[config.mk]
export PLATFORM = sky130hd
export DESIGN_NAME = mul16_seq
export DESIGN_NICKNAME = d
export VERILOG_FILES = /design/src/rtl/mul16_seq.sv
export SDC_FILE = /design/constraint.sdc
export NUM_CORES = 1
export LEC_CHECK = 0
export CORE_ASPECT_RATIO = 0.9
export CORE_MARGIN = 2
export CORE_UTILIZATION = 58
export CTS_CLUSTER_DIAMETER = 80
export DETAILED_ROUTE_END_ITERATION = 8
export DONT_BUFFER_PORTS = 1
export GPL_ROUTABILITY_DRIVEN = 0
export PLACE_DENSITY_LB_ADDON = 0.25
export SYNTH_ARGS = -nofsm -noshare
export SYNTH_HDL_FRONTEND = slang
export SYNTH_SLANG_ARGS = --single-unit
export TNS_END_PERCENT = 30
[constraint.sdc]
create_clock -name clk -period 4.5 [get_ports clk]
set_input_delay 0.9 -clock clk [delete_from_list [all_inputs] [get_ports clk]]
set_output_delay 0.9 -clock clk [all_outputs]
set_load 0.02 [all_outputs]
[src/rtl/mul16_seq.sv]
// rtl/mul16_seq.sv - sequential shift-and-add 16x16 multiplier on one shared 16-bit adder

module add16 (
    input  logic [15:0] x,
    input  logic [15:0] y,
    output logic [15:0] s
);
    assign s = x + y;
endmodule

module mul16_seq #(
    parameter int WIDTH      = 16,
    parameter bit EARLY_EXIT = 1'b1
) (
    input  logic             clk,
    input  logic             reset,
    input  logic             start,
    input  logic [WIDTH-1:0] a,
    input  logic [WIDTH-1:0] b,
    output logic             busy,
    output logic             done,
    output logic [WIDTH-1:0] out,
    output logic             ovf
);
    typedef enum logic [1:0] {S_IDLE, S_RUN, S_DONE} state_t;

    state_t state, state_nxt;

    logic [WIDTH-1:0] mcand, mplier, acc, sum, acc_nxt;
    logic [3:0]       cnt;
    logic             lost, carry, last, accept;

    add16 u_add (.x(acc), .y(mcand), .s(sum));

    // The adder has no carry-out; a wrapped sum is always smaller than its addend.
    assign carry   = (sum < acc);
    assign acc_nxt = mplier[0] ? sum : acc;
    assign last    = (cnt == 4'(WIDTH - 1)) ||
                     (EARLY_EXIT && (mplier[WIDTH-1:1] == '0));
    assign accept  = (state != S_RUN) && start;

    always_ff @(posedge clk) begin
        if (reset) state <= S_IDLE;
        else       state <= state_nxt;
    end

    always_comb begin
        state_nxt = state;
        busy      = 1'b0;
        done      = 1'b0;
        case (state)
            S_IDLE: begin
                if (start) state_nxt = S_RUN;
            end
            S_RUN: begin
                busy = 1'b1;
                if (last) state_nxt = S_DONE;
            end
            S_DONE: begin
                done      = 1'b1;
                state_nxt = start ? S_RUN : S_IDLE;
            end
            default: state_nxt = S_IDLE;
        endcase
    end

    always_ff @(posedge clk) begin
        if (reset) begin
            mcand  <= '0;
            mplier <= '0;
            acc    <= '0;
            cnt    <= '0;
            lost   <= 1'b0;
            out    <= '0;
            ovf    <= 1'b0;
        end else if (accept) begin
            mcand  <= a;
            mplier <= b;
            acc    <= '0;
            cnt    <= '0;
            lost   <= 1'b0;
            ovf    <= 1'b0;
        end else if (state == S_RUN) begin
            acc <= acc_nxt;
            // lost means the current mcand already dropped a bit beyond 2^16
            if (mplier[0] && (carry || lost)) ovf <= 1'b1;
            lost   <= lost | mcand[WIDTH-1];
            mcand  <= mcand << 1;
            mplier <= mplier >> 1;
            cnt    <= cnt + 4'd1;
            if (last) out <= acc_nxt;
        end
    end
endmodule

# Word-level counts from Yosys, hierarchy flattened
# Cells that the tools add are included.
# word_totals
memories	0
regBits	72
ram_bits	0
output_inout_bits	19
word_cells	41
input_bits	35
latchBits	0
romBits	0
# op_classes
n_mux	11
n_lt_le_gt_ge	1
eq_ne	6
reduce_logical	11
n_div	0
n_addsub	2
n_mul	0
bitwise	2
n_shift	0
# ops
operator	n
two-way mux 16 bit	5
adder 16 bit	1
less-than comparator 16 bit	1
zero test 15 bit	1
one-hot mux 2 bit (3 select lines)	1
adder 4 x 1 -> 4 bit (second input constant)	1
equality test 4 bit (second input constant)	1
two-way mux 2 bit	2
inequality test 2 bit (second input constant)	2
AND reduction 2 bit	2
two-way mux 1 bit	3
AND reduction 3 bit	1
equality test 2 x 1 -> 1 bit (second input constant)	1
equality test 2 bit (second input constant)	1
logical AND 1 bit	2
zero test 2 bit	1
logical OR 1 bit	2
inequality test 2 x 1 -> 1 bit (second input constant)	1
nonzero test 2 bit	1
OR reduction 2 bit	1
inverter 1 bit	1
bitwise OR 1 bit	1

# Logic depth before layout (Yosys ltp)
# logic_depth
word_depth	5
mapped_depth	13
ltp_nobuf	13

# Hierarchy
# A second synthesis with hierarchy kept.
# hier_totals
cells_unflattened	477
area_unflattened_um2	4180.3
# by_module_without_submodules
module	cells_per_inst	n_inst	area_each_um2	seq_area_each_um2
mul16_seq	376	1	3434.5	1441.4
add16	101	1	745.7	0.0

# Worst setup path before layout
# Ideal clock, no wire load.
# synth_timing
path_kind	flip-flop to flip-flop
startpoint	reg mcand[4]
endpoint	reg ovf
t_required_ns	4.430
setup_slack_ns	1.645
setup_ns	0.070
path_buffers	0
stages_incl_launch_ff	13
arrival_ns	2.785
period_less_slack_ns	2.855
cell_sequence	dfxtp_1 -> ha_1 -> and2_4 -> a221oi_2 -> a21oi_2 -> or3_1 -> and2_1 -> ha_1 -> and3_1 -> a221oi_1 -> a211o_1 -> o211ai_1 -> a21oi_1
# synth_between
elab_chain_len	5
# synth_rtl
element	line_no	rtl
start, declared	29	logic [WIDTH-1:0] mcand, mplier, acc, sum, acc_nxt;
start signal, assigned	88	mcand <= mcand << 1;
adder 16 bit	8	assign s = x + y;
less-than comparator 16 bit	36	assign carry = (sum < acc);
logical OR 1 bit	86	if (mplier[0] && (carry || lost)) ovf <= 1'b1;
logical AND 1 bit	86	
AND reduction 2 bit (no line)	-	
end signal, assigned	75	ovf <= 1'b0;
end signal, assigned	82	ovf <= 1'b0;
end signal, assigned	86	
end, declared	23	output logic ovf
# No other way between the ends.
# A chain may end at the register's enable or synchronous reset.

# Worst setup path after layout
# layout_timing
startpoint	reg acc[4]
endpoint	reg ovf
# layout_between
elab_chain_len	5
# layout_rtl
element	line_no	rtl
start, declared	29	
start signal, assigned	84	acc <= acc_nxt;
adder 16 bit	8	
less-than comparator 16 bit (*)	36	
logical OR 1 bit (*)	86	
logical AND 1 bit (*)	86	
AND reduction 2 bit (no line) (*)	-	
# Every way passes the cells marked *; elsewhere a longest branch is shown, timed or not.

==> metrics.txt <==
status completed; drt drc 0; layout cells sized above 1 8.419%; reg-to-reg slack, setup ~1300 ps; TritonCTS Buffers 9; routed wire length per instance around 19 µm; Worst-Skew Late Latency between 300 and 400 ps; Crit path required time approximately 4800 ps; R2R cell count 12; worst slack, placed 1305 ps; post-DP HPWL 7493 µm; Distinct cells, synth 59; Top Ports 54; CTS tree built; worst min path class reg2reg; most used cell, CP ha_1; Reg clk slew, reported paths approximately 80 ps; Final min period 3249 ps; PD cells about 340 mW/mm²; Mapped Nets between 500 and 600; WHS Endpoint lost$_SDFFE_PP0P_; vias in the first global route 3590; max_cap viols 0; Iter 0 DRT Violations approximately 190; Rel. slew slack a little over a third; yosys warns 0; CP max stage cell or3_1; buffers added on ports 0; post_cts resized 0; Post-CTS Hold Buffers 0; R2R Path End ovf$_SDFFE_PP0P_; final-stage net count around 550; Main synth FF type dfxtp_1; Worst Path Arrival ~3500 ps; Die W approximately 95 µm; GRT Total Usage 28.03%; Detailed Route WL approximately 11000 µm; Post-DRT Antenna Nets 0; largest net degree at the start of global routing 59; Mapped Area 0.004297 mm²; worst path buffer plus inverter count 0; min setup slack post-route ~1300 ps; critical path cell sequence ha_1, and2_4, a221oi_2, a21oi_2, or3_1, and2_1, ha_1, and3_1, a221oi_1, a211o_1, o211ai_1, a21oi_1; DIE AREA between 0.008 and 0.009 mm²; Crit Path Class reg2reg; Max VDD drop about 210 µV; DR vias approximately 3600; antenna violations before repair 0; Vias/cell roughly 6.3; GR Overflow Total 0; Ant. Diodes 0; clk root buf clkbuf_8; Setup Fix Bufs, Post-CTS 0; cell count of the worst hold path 2; Min-Delay Startpoint lost$_SDFFE_PP0P_; ys async rst share 0%; Avg Inst Size Synth 8.645 µm²; max-slew violations 0; Seq/Total Area, Yosys about a third; H-tree Lvls 3; core area around 0.0071 mm²; RSZ-0062 raised after global routing no; endpoint class of the critical path flip-flop; DR pass1 iterations 5; Critical R2R Launch acc[4]$_SDFFE_PP0P_; Initial Util about three fifths; FF+latch count, synth 72; Crit path max-delay family compound AO/OA/AOI/OAI gates; final hold violations 0; maximum operating frequency around 300 MHz; Finish-stage setup viols 0; crit-path max FO 4; fillers around 620; CP peak stage delay roughly 410 ps; FP Rows 29; Setup Skew 5.478 ps; Worst-Margin Slew approximately 970 ps; CP startpoint kind flip-flop; setup TNS 0 ps; Die Height between 80 and 90 µm; P&R area growth vs syn 5.766%; LEAKAGE 1.879 nW; final worst-path cycle share between 70% and 80%; CTS max path bufs 2; Cells after Synth between 400 and 500; first-pass GRT wire length 17730 µm; Clock Sinks 72; Post-synth EDFFs 0
kinds of logic after synthesis:
group	count (synthesis)	share of synthesized area, %
xor gates and xnor gates	17	3.815
AOI/OAI and AO/OA	135	23.01
DFF	72	33.55
buffers and inverters	51	4.688
and+or+nand+nor	153	16.89
adders and majority gates	31	9.202
muxes	38	8.853
cell usage in the layout (no fill, tap or decap), drive strengths merged, types with 4 or more instances in the layout:
cell type	netlist	final
clkbuf	21	10
buf	9	4
a211oi	40	40
xnor2	9	9
a31oi	5	5
nand2	38	38
nand4	7	7
a211o	5	5
nor2	56	56
mux2i	38	38
nand3	11	11
dfxtp	72	72
ha	30	30
nor3	14	14
o21ai	16	16
a21o	13	13
o211ai	4	4
nor3b	4	4
inv	21	21
a21oi	33	33
xor2	8	8
worst min-delay path: cells and delay by family, from the launching register on:
kind | cells | cell delay (ps)
flip-flops | 1 | 340
AND/OR/NAND/NOR | 1 | 70
AO/OA/AOI/OAI | 1 | 40
final cells by class:
class                      instances  area (µm²)  share of cell area, %
multi-input combinational        374        2656                  58.45
sequential                        72        1441                  31.72
clock buffer                      10       127.6                  2.808
tap                               93       116.4                  2.561
clock inverter                     6       93.84                  2.065
inverter                          21       78.83                  1.735
timing repair buffer               4       30.03                 0.6608
synthesized netlist by cell type (2+ instances only):
library cell | count | share of area, %
buf_2 | 8 | 0.93
nor2b_1 | 2 | 0.29
and3_1 | 3 | 0.44
or2_2 | 3 | 0.44
or3_1 | 3 | 0.44
o211ai_1 | 4 | 0.70
a21oi_2 | 2 | 0.41
nand2_1 | 38 | 3.3
o211a_1 | 2 | 0.47
nor3b_1 | 4 | 0.70
inv_1 | 20 | 1.7
a21oi_4 | 2 | 0.76
a31oi_1 | 3 | 0.44
a211o_1 | 4 | 0.82
nor2_1 | 56 | 4.9
nand3_1 | 10 | 1.2
a21o_1 | 13 | 2.3
xor2_1 | 7 | 1.4
o31ai_1 | 3 | 0.52
o21ai_0 | 8 | 0.93
mux2i_1 | 38 | 8.9
o41ai_2 | 2 | 0.76
ha_1 | 30 | 8.7
a32oi_1 | 2 | 0.41
and2_1 | 2 | 0.29
o21ai_1 | 8 | 0.93
nand2b_1 | 2 | 0.29
clkbuf_1 | 21 | 1.8
nor3_1 | 14 | 1.6
nor4_1 | 3 | 0.44
xnor2_1 | 8 | 1.6
a21oi_1 | 29 | 3.4
dfxtp_1 | 72 | 34
nand3b_1 | 2 | 0.35
a211oi_1 | 40 | 7.0
nand4_1 | 6 | 0.87
stage by stage:
step	cell area [µm²]	cells	utilization [%]	total power [mW]	hold WS (ps)
final	4544	580	63.90	1.542	479.3
after global routing	4544	580	63.90	1.609	504.8
after CTS	4544	580	63.90	1.547	478.4
after detailed placement	4323	564	60.78	0.9784	462.7
after global placement	4323	564	60.78	0.9679	460.8
after floorplan	4297	497	-	0.9324	437.4
where the power goes:
part           internal, mW  total, mW  switching, mW
clock                 0.315      0.573          0.258
combinational         0.109      0.258          0.149
sequential            0.672      0.711         0.0384
total                  1.10       1.54          0.446
per-layer routing:
| metal | GRT usage [%] | routed length [µm] | vias up |
|---|---|---|---|
| met5 | 0 | 0 | - |
| met4 | 9.486 | 229 | 0 |
| met3 | 8.084 | 774 | 24 |
| met2 | 46.55 | 5039 | 119 |
| met1 | 34.83 | 4732 | 1717 |
| li1 | - | - | 1784 |
how the worst max path moves through the flow:
stage,startpoint,end,slack [ps],cells after the start
2_1_floorplan,mcand[4]$_SDFFE_PP0P_,ovf$_SDFFE_PP0P_,1650,12
3_3_place_gp,mcand[4]$_SDFFE_PP0P_,ovf$_SDFFE_PP0P_,1460,12
3_5_place_dp,acc[4]$_SDFFE_PP0P_,ovf$_SDFFE_PP0P_,1300,12
4_1_cts,acc[4]$_SDFFE_PP0P_,ovf$_SDFFE_PP0P_,1260,12
5_1_grt,acc[4]$_SDFFE_PP0P_,ovf$_SDFFE_PP0P_,1050,12
6_report,acc[4]$_SDFFE_PP0P_,ovf$_SDFFE_PP0P_,1250,12
state kept, by name, summed over array words and instances, names as in the netlist:
| name | cells |
|---|---|
| out | 16 |
| state | 2 |
| ovf | 1 |
| acc | 16 |
| lost | 1 |
| mcand | 16 |
| cnt | 4 |
| mplier | 16 |
Note: power is estimated with default switching activity, not from simulation.
